<file path="src/rtl/csr_access_unit_if.sv">
// Request/response and CSR-file port bundle for the CSR access unit.
// The unit connects through the slave modport; the control side uses master.
interface csr_access_unit_if #(
  parameter int XLEN       = 32,
  parameter int CSR_ADDR_W = 12
);
  logic                  req_valid;
  logic                  req_ready;
  logic [2:0]            req_funct3;
  logic [4:0]            req_rs1uimm;
  logic [4:0]            req_rd;
  logic [CSR_ADDR_W-1:0] req_addr;
  logic [XLEN-1:0]       req_rs1_val;
  logic [1:0]            req_priv;
  logic                  flush;
  logic                  csr_re;
  logic [CSR_ADDR_W-1:0] csr_raddr;
  logic [XLEN-1:0]       csr_rdata;
  logic                  csr_we;
  logic [CSR_ADDR_W-1:0] csr_waddr;
  logic [XLEN-1:0]       csr_wdata;
  logic                  resp_valid;
  logic                  resp_ready;
  logic [XLEN-1:0]       resp_rdata;
  logic                  resp_rd_we;
  logic                  resp_illegal;

  modport slave (
    input  req_valid, req_funct3, req_rs1uimm, req_rd, req_addr, req_rs1_val,
           req_priv, flush, csr_rdata, resp_ready,
    output req_ready, csr_re, csr_raddr, csr_we, csr_waddr, csr_wdata,
           resp_valid, resp_rdata, resp_rd_we, resp_illegal
  );

  modport master (
    output req_valid, req_funct3, req_rs1uimm, req_rd, req_addr, req_rs1_val,
           req_priv, flush, csr_rdata, resp_ready,
    input  req_ready, csr_re, csr_raddr, csr_we, csr_waddr, csr_wdata,
           resp_valid, resp_rdata, resp_rd_we, resp_illegal
  );
endinterface

</file>
<file path="src/rtl/csr_access_unit.sv">
// Sequenced Zicsr read-modify-write engine: decode, legality check, then
// CSR-file read / modify / write with the old value returned as the response.
module csr_access_unit #(
  parameter int XLEN         = 32,
  parameter int CSR_ADDR_W   = 12,
  parameter int READ_LATENCY = 1
) (
  input logic              clk,
  input logic              rst,
  csr_access_unit_if.slave bus
);
  localparam int CNT_W = (READ_LATENCY > 1) ? $clog2(READ_LATENCY) : 1;

  typedef enum logic [2:0] {IDLE, DECODE, READ, WAIT, WRITE, RESP} state_t;

  state_t                state_reg;
  logic                  ready_reg;
  logic [2:0]            funct3_reg;
  logic [4:0]            rs1uimm_reg;
  logic [4:0]            rd_reg;
  logic [CSR_ADDR_W-1:0] addr_reg;
  logic [XLEN-1:0]       rs1_val_reg;
  logic [1:0]            priv_reg;
  logic [XLEN-1:0]       old_reg;
  logic [CNT_W-1:0]      cnt_reg;
  logic                  csr_re_reg;
  logic                  csr_we_reg;
  logic [XLEN-1:0]       csr_wdata_reg;
  logic                  resp_valid_reg;
  logic [XLEN-1:0]       resp_rdata_reg;
  logic                  resp_rd_we_reg;
  logic                  resp_illegal_reg;

  logic                  op_bad;
  logic                  op_re;
  logic                  op_we;
  logic                  op_illegal;
  logic                  rd_nz;
  logic [XLEN-1:0]       operand;
  logic                  accept;

  // Decode runs off the captured request, so it is stable for the whole sequence.
  always_comb begin
    op_bad = (funct3_reg[1:0] == 2'b00);
    rd_nz  = (rd_reg != 5'd0);
    op_re  = 1'b1;
    op_we  = (rs1uimm_reg != 5'd0);
    if (funct3_reg[1:0] == 2'b01) begin
      op_we = 1'b1;
      op_re = rd_nz;
    end
    op_illegal = op_bad
              || (op_we && (addr_reg[CSR_ADDR_W-1 -: 2] == 2'b11))
              || (priv_reg < addr_reg[CSR_ADDR_W-3 -: 2]);
    operand = funct3_reg[2] ? XLEN'(rs1uimm_reg) : rs1_val_reg;
  end

  function automatic logic [XLEN-1:0] modify(input logic [1:0]      kind,
                                             input logic [XLEN-1:0] old_val,
                                             input logic [XLEN-1:0] opnd);
    case (kind)
      2'b10:   modify = old_val | opnd;
      2'b11:   modify = old_val & ~opnd;
      default: modify = opnd;
    endcase
  endfunction

  // A flush in IDLE withholds ready so no handshake appears to complete.
  assign bus.req_ready = ready_reg && !bus.flush;
  assign accept        = (state_reg == IDLE) && bus.req_valid && bus.req_ready;

  assign bus.csr_re       = csr_re_reg;
  assign bus.csr_raddr    = addr_reg;
  assign bus.csr_we       = csr_we_reg;
  assign bus.csr_waddr    = addr_reg;
  assign bus.csr_wdata    = csr_wdata_reg;
  assign bus.resp_valid   = resp_valid_reg;
  assign bus.resp_rdata   = resp_rdata_reg;
  assign bus.resp_rd_we   = resp_rd_we_reg;
  assign bus.resp_illegal = resp_illegal_reg;

  always_ff @(posedge clk or posedge rst) begin
    if (rst) begin
      state_reg        <= IDLE;
      ready_reg        <= 1'b1;
      funct3_reg       <= '0;
      rs1uimm_reg      <= '0;
      rd_reg           <= '0;
      addr_reg         <= '0;
      rs1_val_reg      <= '0;
      priv_reg         <= '0;
      old_reg          <= '0;
      cnt_reg          <= '0;
      csr_re_reg       <= 1'b0;
      csr_we_reg       <= 1'b0;
      csr_wdata_reg    <= '0;
      resp_valid_reg   <= 1'b0;
      resp_rdata_reg   <= '0;
      resp_rd_we_reg   <= 1'b0;
      resp_illegal_reg <= 1'b0;
    end else begin
      case (state_reg)
        IDLE: begin
          if (accept) begin
            funct3_reg  <= bus.req_funct3;
            rs1uimm_reg <= bus.req_rs1uimm;
            rd_reg      <= bus.req_rd;
            addr_reg    <= bus.req_addr;
            rs1_val_reg <= bus.req_rs1_val;
            priv_reg    <= bus.req_priv;
            old_reg     <= '0;
            ready_reg   <= 1'b0;
            state_reg   <= DECODE;
          end
        end

        DECODE: begin
          if (bus.flush) begin
            ready_reg <= 1'b1;
            state_reg <= IDLE;
          end else if (op_illegal) begin
            resp_valid_reg   <= 1'b1;
            resp_rdata_reg   <= '0;
            resp_rd_we_reg   <= 1'b0;
            resp_illegal_reg <= 1'b1;
            state_reg        <= RESP;
          end else if (op_re) begin
            csr_re_reg <= 1'b1;
            state_reg  <= READ;
          end else begin
            // Write-only path is always a plain RW, so no old value is needed.
            csr_we_reg    <= 1'b1;
            csr_wdata_reg <= operand;
            state_reg     <= WRITE;
          end
        end

        READ: begin
          csr_re_reg <= 1'b0;
          if (bus.flush) begin
            ready_reg <= 1'b1;
            state_reg <= IDLE;
          end else begin
            cnt_reg   <= CNT_W'(READ_LATENCY - 1);
            state_reg <= WAIT;
          end
        end

        WAIT: begin
          if (bus.flush) begin
            ready_reg <= 1'b1;
            state_reg <= IDLE;
          end else if (cnt_reg == '0) begin
            old_reg <= bus.csr_rdata;
            if (op_we) begin
              csr_we_reg    <= 1'b1;
              csr_wdata_reg <= modify(funct3_reg[1:0], bus.csr_rdata, operand);
              state_reg     <= WRITE;
            end else begin
              resp_valid_reg   <= 1'b1;
              resp_rdata_reg   <= bus.csr_rdata;
              resp_rd_we_reg   <= rd_nz;
              resp_illegal_reg <= 1'b0;
              state_reg        <= RESP;
            end
          end else begin
            cnt_reg <= cnt_reg - CNT_W'(1);
          end
        end

        WRITE: begin
          // The strobe already went out this cycle; flush only drops the response.
          csr_we_reg <= 1'b0;
          if (bus.flush) begin
            ready_reg <= 1'b1;
            state_reg <= IDLE;
          end else begin
            resp_valid_reg   <= 1'b1;
            resp_rdata_reg   <= op_re ? old_reg : '0;
            resp_rd_we_reg   <= op_re && rd_nz;
            resp_illegal_reg <= 1'b0;
            state_reg        <= RESP;
          end
        end

        RESP: begin
          if (bus.flush || bus.resp_ready) begin
            resp_valid_reg   <= 1'b0;
            resp_rdata_reg   <= '0;
            resp_rd_we_reg   <= 1'b0;
            resp_illegal_reg <= 1'b0;
            ready_reg        <= 1'b1;
            state_reg        <= IDLE;
          end
        end

        default: begin
          csr_re_reg     <= 1'b0;
          csr_we_reg     <= 1'b0;
          resp_valid_reg <= 1'b0;
          ready_reg      <= 1'b1;
          state_reg      <= IDLE;
        end
      endcase
    end
  end
endmodule

</file>
<file path="src/flat_wrapper.sv">
// flat-port wrapper written by rule: the top's interface ports become plain ports
module csr_access_unit_flat 
#(
  parameter int XLEN         = 32,
  parameter int CSR_ADDR_W   = 12,
  parameter int READ_LATENCY = 1
)
  (clk, rst, bus_req_valid, bus_req_funct3, bus_req_rs1uimm, bus_req_rd, bus_req_addr, bus_req_rs1_val, bus_req_priv, bus_flush, bus_csr_rdata, bus_resp_ready, bus_req_ready, bus_csr_re, bus_csr_raddr, bus_csr_we, bus_csr_waddr, bus_csr_wdata, bus_resp_valid, bus_resp_rdata, bus_resp_rd_we, bus_resp_illegal);
  csr_access_unit_if #(.XLEN(XLEN), .CSR_ADDR_W(CSR_ADDR_W)) bus_i ();
  input logic clk;
  input logic rst;
  input wire logic [$bits(bus_i.req_valid)-1:0] bus_req_valid;
  input wire logic [$bits(bus_i.req_funct3)-1:0] bus_req_funct3;
  input wire logic [$bits(bus_i.req_rs1uimm)-1:0] bus_req_rs1uimm;
  input wire logic [$bits(bus_i.req_rd)-1:0] bus_req_rd;
  input wire logic [$bits(bus_i.req_addr)-1:0] bus_req_addr;
  input wire logic [$bits(bus_i.req_rs1_val)-1:0] bus_req_rs1_val;
  input wire logic [$bits(bus_i.req_priv)-1:0] bus_req_priv;
  input wire logic [$bits(bus_i.flush)-1:0] bus_flush;
  input wire logic [$bits(bus_i.csr_rdata)-1:0] bus_csr_rdata;
  input wire logic [$bits(bus_i.resp_ready)-1:0] bus_resp_ready;
  output wire logic [$bits(bus_i.req_ready)-1:0] bus_req_ready;
  output wire logic [$bits(bus_i.csr_re)-1:0] bus_csr_re;
  output wire logic [$bits(bus_i.csr_raddr)-1:0] bus_csr_raddr;
  output wire logic [$bits(bus_i.csr_we)-1:0] bus_csr_we;
  output wire logic [$bits(bus_i.csr_waddr)-1:0] bus_csr_waddr;
  output wire logic [$bits(bus_i.csr_wdata)-1:0] bus_csr_wdata;
  output wire logic [$bits(bus_i.resp_valid)-1:0] bus_resp_valid;
  output wire logic [$bits(bus_i.resp_rdata)-1:0] bus_resp_rdata;
  output wire logic [$bits(bus_i.resp_rd_we)-1:0] bus_resp_rd_we;
  output wire logic [$bits(bus_i.resp_illegal)-1:0] bus_resp_illegal;
  assign bus_i.req_valid = bus_req_valid;
  assign bus_i.req_funct3 = bus_req_funct3;
  assign bus_i.req_rs1uimm = bus_req_rs1uimm;
  assign bus_i.req_rd = bus_req_rd;
  assign bus_i.req_addr = bus_req_addr;
  assign bus_i.req_rs1_val = bus_req_rs1_val;
  assign bus_i.req_priv = bus_req_priv;
  assign bus_i.flush = bus_flush;
  assign bus_i.csr_rdata = bus_csr_rdata;
  assign bus_i.resp_ready = bus_resp_ready;
  assign bus_req_ready = bus_i.req_ready;
  assign bus_csr_re = bus_i.csr_re;
  assign bus_csr_raddr = bus_i.csr_raddr;
  assign bus_csr_we = bus_i.csr_we;
  assign bus_csr_waddr = bus_i.csr_waddr;
  assign bus_csr_wdata = bus_i.csr_wdata;
  assign bus_resp_valid = bus_i.resp_valid;
  assign bus_resp_rdata = bus_i.resp_rdata;
  assign bus_resp_rd_we = bus_i.resp_rd_we;
  assign bus_resp_illegal = bus_i.resp_illegal;
  csr_access_unit #(.XLEN(XLEN), .CSR_ADDR_W(CSR_ADDR_W), .READ_LATENCY(READ_LATENCY)) u_core (.clk(clk), .rst(rst), .bus(bus_i));
endmodule
</file>
<file path="config.mk">
export PLATFORM = sky130hd
export DESIGN_NAME = csr_access_unit_flat
export DESIGN_NICKNAME = d
export VERILOG_FILES = /design/src/rtl/csr_access_unit_if.sv /design/src/rtl/csr_access_unit.sv /design/src/flat_wrapper.sv
export SDC_FILE = /design/constraint.sdc
export NUM_CORES = 1
export LEC_CHECK = 0
export CAP_MARGIN = 10
export CORE_UTILIZATION = 31
export DETAILED_ROUTE_END_ITERATION = 10
export DONT_BUFFER_PORTS = 1
export GPL_ROUTABILITY_DRIVEN = 0
export SLEW_MARGIN = 10
export SYNTH_ARGS = -nofsm -noshare
export SYNTH_HDL_FRONTEND = slang
export SYNTH_SLANG_ARGS = --single-unit
</file>
<file path="constraint.sdc">
create_clock -name clk -period 9.8 [get_ports clk]
set_clock_uncertainty 0.05 [all_clocks]
set_input_delay 0.98 -clock clk [delete_from_list [all_inputs] [get_ports clk]]
set_output_delay 0.98 -clock clk [all_outputs]
set_load 0.01 [all_outputs]
</file>
==> impl_metrics.json <==
{
  "status": "finished, final reports clean",
  "synth_top_area_share": 0.546,
  "clk_pin_slew_ps": 70,
  "ctsResizeCount": 0,
  "antenna_found_initial": 0,
  "hold_path_class": "flip-flop to flip-flop",
  "crit_path_max_incr_delay_ps": 1090,
  "async_reset_ff_frac": 1.00,
  "antenna_left": 0,
  "path_cells": "or4_4 -> nor3_4 -> a31oi_1 -> or4_2 -> mux2_1",
  "hold_buffers": 0,
  "io_pins": 190,
  "seqPwrFrac": 0.469,
  "synth_edf_count": 0,
  "root_buffer": "clkbuf_16",
  "crit_required_ps": 10040,
  "synth-seq-area-share": 0.549,
  "place_inst": 971,
  "yosys.area.top_type": "dfrtp_1",
  "drt_iter0_markers": 312,
  "placeableCoreArea_um2": 23500,
  "htreeDepth": 4,
  "cts_buffer_depth": 2,
  "crit_family": "simple AND/OR/NAND/NOR gates",
  "power_mw": 2.58,
  "grt_usage": 0.160,
  "worstReg2RegStart": "u_core.rd_reg[1]$_DFFE_PP0P_",
  "ys.warnings.count": 0,
  "path_max_fanout": 33,
  "fin_util": 0.350,
  "cts_sinks": 164,
  "place_area_um2": 7650,
  "drive_above_1_share": 0.173,
  "wl_mm": 19.3,
  "area_growth_pct": 10.3,
  "viasPerCell": 4.91,
  "grt_max_degree": 68,
  "regArea_um2": 4110,
  "syn-num-nets": 795,
  "leakagePower_nw": 4.01,
  "finalCritPeriodShare": 0.314,
  "layout_common_cells": "184 x nand2_1, 163 x dfrtp_1, 64 x a22o_1",
  "r2r_slack_ps": 6720,
  "fmax_mhz": 325,
  "crit_cells": 5,
  "intPower_mw": 1.67,
  "worst-setup-path-type": "flip-flop to flip-flop",
  "gr-total-overflow": 0,
  "drcViolationCount": 0,
  "syn_area_um2": 7470,
  "wl_per_cell_um": 19.3,
  "fin_tns_setup_ps": 0,
  "die_area_um2": 24700,
  "startpoint_type": "flip-flop",
  "ir_drop_mv": 0.121,
  "initial_utilization": 0.317,
  "cts_buffers": 17,
  "worst_pin_slew_ps": 1140,
  "grt_pass1_wl_mm": 29.3,
  "cts_setup_buffers": 0,
  "p_per_area_nw_per_um2": 313,
  "endpoint": "u_core.bus.csr_wdata[28]$_DFFE_PP0P_",
  "min_period_ps": 3080,
  "multiInputGateArea_um2": 3040,
  "rows": 56,
  "fin_area_um2": 8240,
  "cts_tree": "done",
  "crit_buf_inv": 0,
  "dr.pass1.iters": 4,
  "p_sw_uw": 911,
  "die_x_um": 157,
  "ys_ff_latch": 164,
  "synthDistinctLibCells": 46,
  "startpoint": "u_core.rd_reg[1]$_DFFE_PP0P_",
  "power.share.switching": 0.353,
  "vias": 4926,
  "cp_data_arrival_time_ps": 3320,
  "yosys-top-cells-area": "dfrtp_1 55%, nand2_1 9.2%, a22o_1 7.5%, mux2_4 5.8%, mux2_2 5.4%",
  "die_y_um": 157,
  "io_buffers": 0,
  "mostFrequentLayoutCell": "nand2_1",
  "ff2ff_path_depth": 5,
  "cpMaxStageDelayCell": "or4_2",
  "place_hpwl_mm": 13.2,
  "n_antenna_cell": 0,
  "p_clk_frac": 0.261,
  "syn_area_per_cell_um2": 10.7,
  "combPwrFrac": 0.269,
  "maxCapViolCount": 0,
  "rsz0062_at_grt": "false",
  "setup_viol": 0,
  "endpoint_kind": "flip-flop",
  "relSlewSlack": 0.241,
  "hold_viol": 0,
  "insertion_delay_ps": 420,
  "finalNonFillerCells": 1003,
  "fillers": 2376,
  "grt_pass1_vias": 4824,
  "synth_flop_cell": "dfrtp_1",
  "drv_slew": 0,
  "syn_inst": 698,
  "fin_nets": 768,
  "rr_endpoint": "u_core.bus.csr_wdata[28]$_DFFE_PP0P_"
}
worst min-delay path by stage:
stage,endpoint,from,cells past startpoint
after floorplan,u_core.rs1_val_reg[0]$_DFFE_PP0P_,u_core.rs1_val_reg[0]$_DFFE_PP0P_,2
after global placement,u_core.rs1_val_reg[13]$_DFFE_PP0P_,u_core.rs1_val_reg[13]$_DFFE_PP0P_,2
after detailed placement,u_core.rs1_val_reg[24]$_DFFE_PP0P_,u_core.rs1_val_reg[24]$_DFFE_PP0P_,2
after CTS,u_core.rs1_val_reg[6]$_DFFE_PP0P_,u_core.rs1_val_reg[6]$_DFFE_PP0P_,2
after global routing,u_core.rs1_val_reg[22]$_DFFE_PP0P_,u_core.rs1_val_reg[22]$_DFFE_PP0P_,2
final,u_core.rs1_val_reg[24]$_DFFE_PP0P_,u_core.rs1_val_reg[24]$_DFFE_PP0P_,2
layer usage:
| metal | GRT usage | share of wire | vias to the layer above | wire (um) |
|---|---|---|---|---|
| met5 | 0 | 0 | - | 0 |
| met1 | 0.215 | 0.46 | 2409 | 8930 |
| li1 | - | - | 2334 | - |
| met2 | 0.244 | 0.45 | 165 | 8770 |
| met4 | 0.0541 | 0.017 | 0 | 331 |
| met3 | 0.0493 | 0.067 | 18 | 1300 |
cell usage after synthesis (all sizes together), types with 2 or more instances:
cell type	n
mux2i	5
a31oi	2
nor2b	3
inv	5
clkbuf	35
buf	22
nand3	33
o21ai	34
nand2	184
a22o	64
a21oi	7
nand2b	31
dfrtp	163
or4	2
mux2	66
nor2	15
a21o	2
nor3	5
power by group through the flow:
stage / logic, mW / registers (mW) / clock network, mW
global placement: 0.686 / 1.22 / 0
global route: 0.787 / 1.25 / 0.718
finish: 0.694 / 1.21 / 0.674
CTS: 0.705 / 1.21 / 0.693
detailed placement: 0.706 / 1.22 / 0
floorplan: 0.651 / 1.12 / 0
worst register-to-register path: cells and delay by family, from the launching register on:
kind,cells,cell delay [ps]
AND/OR/NAND/NOR,3,1900
multiplexers,1,510
flip-flops,1,380
AO/OA/AOI/OAI,1,120
through the flow:
| step | worst slack [ps] | hold slack [ps] |
|---|---|---|
| after floorplan | 4340 | 395 |
| after global placement | 6730 | 409 |
| after detailed placement | 6720 | 413 |
| after CTS | 6690 | 430 |
| after global routing | 6480 | 443 |
| final | 6720 | 423 |
logic make-up (layout without fill, tap and decap cells):
group,Yosys count,count (layout),synth area share
simple gates,279,279,0.164
flops,164,164,0.549
compound gates,120,120,0.118
mux,71,71,0.121
buf+inv,62,48,0.0454
fa+ha+maj,1,1,0.00167
xor+xnor,1,1,0.00117
layout make-up:
type	count	share of cell area
well taps	319	0.0484
flip-flops and latches	164	0.498
multi-input cells	472	0.369
inverters	5	0.00288
repair buffers	11	0.0100
clock buffers	23	0.0604
clock inverters	9	0.0111
Note: power is estimated with default switching activity, not from simulation.
